### config.mk
export PLATFORM = sky130hd
export DESIGN_NAME = comp_seq_n
export DESIGN_NICKNAME = d
export VERILOG_FILES = /design/src/rtl/comp_pkg.sv /design/src/rtl/comp_chunk.sv /design/src/rtl/comp_seq_n.sv
export SDC_FILE = /design/constraint.sdc
export NUM_CORES = 1
export LEC_CHECK = 0
export CORE_ASPECT_RATIO = 1.2
export CORE_MARGIN = 3
export CORE_UTILIZATION = 50
export CTS_BUF_LIST = sky130_fd_sc_hd__clkbuf_4 sky130_fd_sc_hd__clkbuf_8 sky130_fd_sc_hd__clkbuf_16
export DETAILED_ROUTE_END_ITERATION = 16
export PLACE_DENSITY_LB_ADDON = 0.1
export SETUP_SLACK_MARGIN = 0.1
export SYNTH_ARGS = -nofsm -noshare
export SYNTH_HDL_FRONTEND = slang
export SYNTH_SLANG_ARGS = --single-unit
export TNS_END_PERCENT = 50
### constraint.sdc
create_clock -name clk -period 3.3 [get_ports clk]
set_input_delay 0.66 -clock clk [delete_from_list [all_inputs] [get_ports clk]]
set_output_delay 0.66 -clock clk [all_outputs]
set_load 0.05 [all_outputs]
### src/rtl/comp_pkg.sv
// Shared types for the sequential comparator: condition codes, FSM states
// and the condition evaluator used once the relation is known.
package comp_pkg;

  typedef enum logic [2:0] {
    OP_EQ = 3'd0,
    OP_NE = 3'd1,
    OP_LT = 3'd2,
    OP_LE = 3'd3,
    OP_GT = 3'd4,
    OP_GE = 3'd5
  } op_e;

  typedef enum logic [1:0] {
    ST_IDLE = 2'd0,
    ST_SCAN = 2'd1,
    ST_DONE = 2'd2
  } state_e;

  // Codes 6 and 7 are reserved and always evaluate false.
  function automatic logic cond_eval(input logic [2:0] op, input logic less,
                                     input logic greater, input logic equal);
    logic r;
    case (op)
      OP_EQ:   r = equal;
      OP_NE:   r = !equal;
      OP_LT:   r = less;
      OP_LE:   r = less | equal;
      OP_GT:   r = greater;
      OP_GE:   r = greater | equal;
      default: r = 1'b0;
    endcase
    return r;
  endfunction

endpackage

### src/rtl/comp_chunk.sv
// Combinational unsigned N-bit comparator producing a one-hot relation.
module comp_chunk #(
  parameter int N = 4
) (
  input  logic [N-1:0] a,
  input  logic [N-1:0] b,
  output logic         less,
  output logic         greater,
  output logic         equal
);

  assign less    = (a < b);
  assign greater = (a > b);
  assign equal   = (a == b);

endmodule

### src/rtl/comp_seq_n.sv
// Multi-cycle magnitude comparator: scans CHUNK bits per cycle from the MSB,
// stopping at the first unequal chunk, with valid/ready on both sides.
module comp_seq_n
  import comp_pkg::*;
#(
  parameter int WIDTH = 16,
  parameter int CHUNK = 4
) (
  input  logic             clk,
  input  logic             rst,
  input  logic             in_valid,
  output logic             in_ready,
  input  logic [WIDTH-1:0] a,
  input  logic [WIDTH-1:0] b,
  input  logic             signed_mode,
  input  logic [2:0]       op,
  output logic             out_valid,
  input  logic             out_ready,
  output logic             less,
  output logic             greater,
  output logic             equal,
  output logic             cond,
  output logic             busy
);

  localparam int NCHUNK = WIDTH / CHUNK;
  localparam int IDXW   = (NCHUNK > 1) ? $clog2(NCHUNK) : 1;
  localparam logic [IDXW-1:0]  IDX_TOP   = IDXW'(NCHUNK - 1);
  localparam logic [WIDTH-1:0] SIGN_MASK = {1'b1, {(WIDTH-1){1'b0}}};

  state_e            state, state_n;
  logic [IDXW-1:0]   idx, idx_n;
  logic [WIDTH-1:0]  a_r, b_r;
  logic [2:0]        op_r;
  logic              less_n, greater_n, equal_n, cond_n;
  logic [CHUNK-1:0]  a_chunk, b_chunk;
  logic              c_less, c_greater, c_equal;
  logic              accept;

  assign in_ready = (state == ST_IDLE) && !rst;
  assign accept   = in_valid && in_ready;

  assign a_chunk = CHUNK'(a_r >> (int'(idx) * CHUNK));
  assign b_chunk = CHUNK'(b_r >> (int'(idx) * CHUNK));

  comp_chunk #(.N(CHUNK)) u_chunk (
    .a       (a_chunk),
    .b       (b_chunk),
    .less    (c_less),
    .greater (c_greater),
    .equal   (c_equal)
  );

  always_comb begin
    state_n   = state;
    idx_n     = idx;
    less_n    = less;
    greater_n = greater;
    equal_n   = equal;
    cond_n    = cond;
    case (state)
      ST_IDLE: begin
        if (accept) begin
          state_n = ST_SCAN;
          idx_n   = IDX_TOP;
        end
      end
      ST_SCAN: begin
        // An unequal chunk or the last chunk settles the relation.
        if (!c_equal || idx == '0) begin
          less_n    = c_less;
          greater_n = c_greater;
          equal_n   = c_equal;
          cond_n    = cond_eval(op_r, c_less, c_greater, c_equal);
          state_n   = ST_DONE;
        end else begin
          idx_n = idx - 1'b1;
        end
      end
      ST_DONE: begin
        if (out_ready) begin
          less_n    = 1'b0;
          greater_n = 1'b0;
          equal_n   = 1'b0;
          cond_n    = 1'b0;
          state_n   = ST_IDLE;
        end
      end
      default: state_n = ST_IDLE;
    endcase
  end

  always_ff @(posedge clk) begin
    if (rst) begin
      state     <= ST_IDLE;
      idx       <= '0;
      a_r       <= '0;
      b_r       <= '0;
      op_r      <= '0;
      less      <= 1'b0;
      greater   <= 1'b0;
      equal     <= 1'b0;
      cond      <= 1'b0;
      out_valid <= 1'b0;
      busy      <= 1'b0;
    end else begin
      state     <= state_n;
      idx       <= idx_n;
      less      <= less_n;
      greater   <= greater_n;
      equal     <= equal_n;
      cond      <= cond_n;
      out_valid <= (state_n == ST_DONE);
      busy      <= (state_n != ST_IDLE);
      // Flipping the sign bits maps two's complement onto offset binary.
      if (accept) begin
        a_r  <= a ^ (signed_mode ? SIGN_MASK : '0);
        b_r  <= b ^ (signed_mode ? SIGN_MASK : '0);
        op_r <= op;
      end
    end
  end

endmodule

==> results of run 1 <==
==> power groups by stage <==
stage	sequential, W	clock [W]	combinational, W
after detailed placement	0.000613	0	0.000257
after CTS	0.000600	0.000444	0.000257
after global placement	0.000612	0	0.000253
final	0.000600	0.000435	0.000255
after floorplan	0.000616	0	0.000176
after global routing	0.000605	0.000469	0.000282
==> cells by family (layout without fill, tap and decap cells) <==
| group | Yosys count | in the layout | share of synthesized area [%] |
|---|---|---|---|
| compound gates | 56 | 56 | 17.0 |
| xor+xnor | 3 | 3 | 1.27 |
| fa+ha+maj | 5 | 5 | 3.01 |
| buf+inv | 22 | 65 | 7.83 |
| flops | 45 | 45 | 43.4 |
| mux | 8 | 8 | 8.67 |
| simple gates | 90 | 90 | 18.9 |
==> sequential cells by signal, indices dropped and copies added, names as in the netlist <==
register and count:
a_r 16, b_r 16, busy 1, cond 1
equal 1, greater 1, idx 2, less 1
op_r 3, out_valid 1, state 2
==> layout make-up <==
type                       instances  area [sq um]
inverter                           8          30.0
clock buffer                       7          90.1
multi-input combinational        162          1010
tap                               54          67.6
timing repair buffer              49           478
fill                             367          1360
sequential                        45           901
clock inverter                     1          30.0
==> path summary, 6_finish.rpt <==
check	start	to	slack, ns	cells after the start
min	a_r[5]$_SDFFE_PP0P_	a_r[5]$_SDFFE_PP0P_	0.46	2
min reg2reg	a_r[5]$_SDFFE_PP0P_	a_r[5]$_SDFFE_PP0P_	0.46	2
max reg2reg	idx[0]$_SDFFE_PP0P_	cond$_SDFFE_PP0P_	0.75	7
max	idx[0]$_SDFFE_PP0P_	cond$_SDFFE_PP0P_	0.75	7
==> layer usage <==
metal,global-route usage [%],up-vias,part of all wire [%]
li1,-,864,-
met2,28.9,32,49
met4,8.88,0,1.7
met5,0,-,0
met1,21.9,731,45
met3,4.57,5,4.4
==> per-stage QoR <==
stage	hold WS, ns	instance area [sq um]	std cells
final	0.461	2610	326
after global routing	0.477	2610	326
after CTS	0.462	2610	326
after detailed placement	0.451	2490	318
after global placement	0.440	2490	318
after floorplan	0.433	2080	229
==> worst reg2reg max path, stage by stage (launching register included) <==
cell and delay, ns:
dfxtp_1 0.66, mux4_2 0.58, ha_1 0.36, and4_1 0.24, xnor2_1 0.13, a211o_1 0.29
a21oi_1 0.12, o31ai_1 0.09
==> layout by cell type, fill, tap and decap left out <==
cell type / n
nand2_1: 70
dfxtp_1: 45
clkdlybuf4s50_1: 45
a21oi_1: 36
mux4_2: 8
inv_1: 8
nor2_1: 8
clkbuf_8: 6
ha_1: 5
a21oi_2: 4
xnor2_1: 3
nor3_2: 3
buf_4: 3
nand3b_1: 2
o21a_1: 2
a22oi_1: 2
a211o_1: 2
nand2b_1: 2
a211oi_1: 2
a211oi_2: 2
nand4_2: 1
nor2b_1: 1
o21ai_0: 1
a31oi_2: 1
a2bb2oi_1: 1
and4_1: 1
nor3_1: 1
a31o_2: 1
o31ai_1: 1
o21bai_1: 1
and2_4: 1
bufinv_16: 1
clkbuf_4: 1
buf_2: 1
==> cells in the mapped netlist <==
library cell,count,area (sq um)
a31o_2,1,8.76
buf_12,2,40.0
a21oi_2,4,35.0
nor3_1,1,5.00
buf_8,1,15.0
inv_1,8,30.0
clkbuf_1,2,7.51
mux4_2,8,180
a211oi_1,2,15.0
xnor2_1,3,26.3
o21a_1,2,15.0
nand2b_1,2,12.5
nand4_2,1,12.5
buf_2,4,20.0
a211oi_2,2,25.0
dlygate4sd1_1,1,8.76
buf_6,3,33.8
o31ai_1,1,7.51
dfxtp_1,45,901
o21bai_1,1,7.51
nor2b_1,1,6.26
a211o_1,2,17.5
nand3b_1,2,15.0
nand2_1,70,263
o21ai_0,1,5.00
a22oi_1,2,15.0
and4_1,1,8.76
and2_4,1,8.76
a31oi_2,1,12.5
ha_1,5,62.6
a2bb2oi_1,1,8.76
buf_4,1,7.51
a21oi_1,36,180
nor3_2,3,30.0
nor2_1,8,30.0
==> qor.yml, run 1 <==
status:
  status: "completed"
pwr:
  switching_power_w: 0.000332
  p_comb_share_pct: 19.8
  clkPwrFrac_pct: 33.7
  switching_share_pct: 25.7
  seqPwrFrac_pct: 46.5
  peakVddDrop_mv: 0.298
  total_power_w: 0.00129
  intPower_w: 0.000958
  power.leakage_nw: 0.920
  p_per_area_nw_per_um2: 494
die:
  ios: 47
  die_y_microns: 76.6
  fp-row-count: 25
  die_x_microns: 64.8
  fp.coreArea_sq_um: 3970
  fp.dieArea_sq_um: 4970
  initial_utilization_pct: 52.3
synth:
  syn_nets: 274
  ys_warn_count: 0
  synthCells: 229
  synthDistinctLibCells: 35
  avgSynthCellArea_sq_um: 9.07
  syn_area_sq_um: 2080
  synth-seq-area-share_pct: 43.4
  synth-seq-cells: 45
setup_path:
  critPathCaptureType: "flip-flop"
  path_cells: "mux4_2, ha_1, and4_1, xnor2_1, a211o_1, a21oi_1, o31ai_1"
  worstPathRequired_ns: 3.49
  crit_buf_inv: 0
  startpoint_type: "flip-flop"
  critPathTopFamily: "flip-flops"
  max_stage_delay_ns: 0.66
  path_max_fanout: 11
  crit_type: "flip-flop to flip-flop"
  critPathSlowestCell: "dfxtp_1"
  cp.arrival_ns: 2.74
place:
  io_buffers: 46
  pre_cts_ws_ns: 0.721
  hpwl_mm: 2.92
  place.gp.congestion: 0.795
cells_and_area:
  diodes: 0
  drive_gt1_share_pct: 12.1
  fin_nets: 316
  fin_util_pct: 65.7
  syn2layout_area_growth_pct: 25.7
clock_network:
  cts_buffer_depth: 2
  clk_pin_slew_ns: 0.09
  post-cts-setup-buffer-count: 0
  cts_root_buf: "clkbuf_8"
  cts_num_sinks: 45
  cts_tree: "built"
  h-tree-depth: 2
  cts_buffers: 5
  clock_latency_ns: 0.30
  holdBufCountCts: 0
  cts_repair_resize_count: 0
sta:
  fmax_ghz: 0.393
  finalHoldViolations: 0
  slew_viol_final: 0
  slew_headroom_pct: 64.7
  finalSetupViolations: 0
  setup_tns_ns: 0
  min_period_ns: 2.55
  worst_pin_slew_ns: 0.529
  grt_setup_unrepaired: "no"
  fin_crit_sh_pct: 77.2
  finalClockSkew_ns: 0.0127
  worst_slack_ns: 0.753
route:
  via_count: 1632
  postRouteAntennaNets: 0
  drt_pass1_iterations: 4
  drt-total-wl_mm: 4.06
  vias_per_cell: 5.01
  route.detailed.drc: 0
  wl_per_cell_microns: 12.5
  first_iter_violations: 123
global_routing:
  grt_pass1_vias: 1509
  grt_pass1_wl_mm: 6.90
  grt_antenna_before_repair: 0
  grtUsageTotal_pct: 17.9
  overflow: 0
  grt_max_degree: 47
job:
  maxCapViolCount: 0
min_path:
  min_path_type: "flip-flop to flip-flop"
Power figures use the tool's default switching activity.
==> run 2: changes to the inputs <==
- CORE_UTILIZATION: 50 -> 45
- clock period: 3.3 -> 2.2 ns (I/O delays scaled with it)
==> run 2 against run 1 <==
Against the previous run:
- die area rose by 10%
- total power rose by 49%
- count of clock-buffer cells in the layout did not move
- critical endpoint unchanged
- largest cell class unchanged
- largest power group unchanged
==> qor.yml, run 2 (synthesis gave the netlist of run 1 again) <==
status:
  status: "completed"
cells_and_area:
  design_area_sq_um: 2750
  diodes: 0
  fin_nets: 324
  drive_gt1_share_pct: 19.4
  mostFrequentLayoutCells: "nand2_1, clkdlybuf4s50_1, dfxtp_1, a21oi_1, buf_4"
  fin_cells: 335
  fillers: 401
  layout_commonest_cell: "nand2_1"
  seqCellArea_sq_um: 906
  syn2layout_area_growth_pct: 32.2
  biggestRegsByFlops: "a_r x16, b_r x16, op_r x3"
  multi_input_area_sq_um: 1100
setup_path:
  critPathCaptureType: "flip-flop"
  r2r_setup_slack_ns: 0.09
  path_max_fanout: 6
  cp-startpoint: "idx[0]$_SDFFE_PP0P_"
  reg2reg_depth: 7
  worstPathRequired_ns: 2.40
  crit_type: "flip-flop to flip-flop"
  reg2reg_from: "idx[0]$_SDFFE_PP0P_"
  critPathSlowestCell: "mux4_2"
  max_stage_delay_ns: 0.55
  cp.arrival_ns: 2.31
  startpoint_type: "flip-flop"
  path_cells: "mux4_2, ha_4, and4_4, xnor2_2, a211o_1, a21oi_2, o31ai_1"
place:
  pre_cts_ws_ns: 0.00594
  hpwl_mm: 3.09
  place_area_sq_um: 2610
  io_buffers: 46
  dp_cells: 326
  place.gp.congestion: 0.761
sta:
  fmax_ghz: 0.474
  worst_slack_ns: 0.0922
  setup_tns_ns: 0
  finalHoldViolations: 0
  finalClockSkew_ns: 0.00848
  fin_hold_ws_ns: 0.456
  grt_setup_unrepaired: "yes"
  min_period_ns: 2.11
  worst_pin_slew_ns: 0.507
  finalSetupViolations: 0
  slew_viol_final: 0
  slew_headroom_pct: 66.2
  fin_crit_sh_pct: 95.8
route:
  first_iter_violations: 49
  drt-total-wl_mm: 4.37
  via_count: 1706
  route.detailed.drc: 0
  vias_per_cell: 5.09
  drt_pass1_iterations: 4
  wl_per_cell_microns: 13.0
  postRouteAntennaNets: 0
global_routing:
  met3_usage_pct: 4.62
  top_usage_layer: "met2"
  grt_pass1_wl_mm: 7.21
  grtUsageMet2_pct: 28.6
  grt_max_degree: 47
  grt_pass1_vias: 1642
  grt_util_met1_pct: 21.1
  overflow: 0
  grtUsageTotal_pct: 17.6
  grt_antenna_before_repair: 0
job:
  maxCapViolCount: 0
clock_network:
  cts_root_buf: "clkbuf_8"
  clock_latency_ns: 0.30
  cts_buffer_depth: 2
  cts_buffers: 5
  cts_tree: "built"
  h-tree-depth: 2
  clk_pin_slew_ns: 0.08
  cts_num_sinks: 45
die:
  fp-row-count: 26
  fp.dieArea_sq_um: 5470
  die_x_microns: 68.0
  die_y_microns: 80.4
  ios: 47
  fp.coreArea_sq_um: 4360
  initial_utilization_pct: 47.6
pwr:
  peakVddDrop_mv: 0.429
  power.leakage_nw: 0.969
  p_per_area_nw_per_um2: 698
min_path:
  hold_path_depth: 2
  min_path_type: "flip-flop to flip-flop"
  worstHoldStart: "b_r[10]$_SDFFE_PP0P_"
## run 2: cell count changes in the layout (fill, tap and decap cells not counted), sizes merged
cell / change
bufinv: -1
buf: +9
clkdlybuf4s50: -1
## run 2: metal layers
metal | vias up | part of all wire [%]
li1 | 879 | -
met1 | 790 | 45
met2 | 29 | 49
met3 | 8 | 3.8
met4 | 0 | 2.0
met5 | - | 0
## run 2: what timing repair did
| item | in CTS | in global routing |
|---|---|---|
| endpoints found under the setup margin | 6 | 6 |
| pin swaps | 3 | 2 |
| buffers inserted | 0 | 2 |
| resized for setup | 5 | 4 |
| hold buffers | 0 | 0 |
## run 2: path summary, 6_finish.rpt
path,endpoint
max,cond$_SDFFE_PP0P_
min,b_r[10]$_SDFFE_PP0P_
max reg2reg,cond$_SDFFE_PP0P_
min reg2reg,b_r[10]$_SDFFE_PP0P_
## run 2: area by class of cell
cell class / count / area share, %
Inverter: 8 / 1.09
Timing Repair Buffer: 57 / 20.0
Tap cell: 56 / 2.55
Clock buffer: 7 / 3.28
Sequential cell: 45 / 33.0
Multi-Input combinational cell: 162 / 40.1
## run 2: report_power, final
group | internal [W] | leakage (nW) | switching (W)
logic | 0.000268 | 0.552 | 0.000228
registers | 0.000861 | 0.369 | 0.0000349
clock network | 0.000262 | 0.0477 | 0.000263
## run 2: through the flow
| step | power (W) | util (%) |
|---|---|---|
| 2_1_floorplan | 0.00122 | - |
| 3_3_place_gp | 0.00136 | 59.8 |
| 3_5_place_dp | 0.00137 | 59.8 |
| 4_1_cts | 0.00190 | 62.2 |
| 5_1_grt | 0.00202 | 63.0 |
| 6_report | 0.00192 | 63.0 |
## run 2: worst max-delay path: cells and delay by family (launching register included)
kind | cells | cell delay (ns)
adders and majority gates | 1 | 0.32
xor gates and xnor gates | 1 | 0.06
AOI/OAI and AO/OA | 3 | 0.43
muxes | 1 | 0.55
and+or+nand+nor | 1 | 0.23
DFF | 1 | 0.42
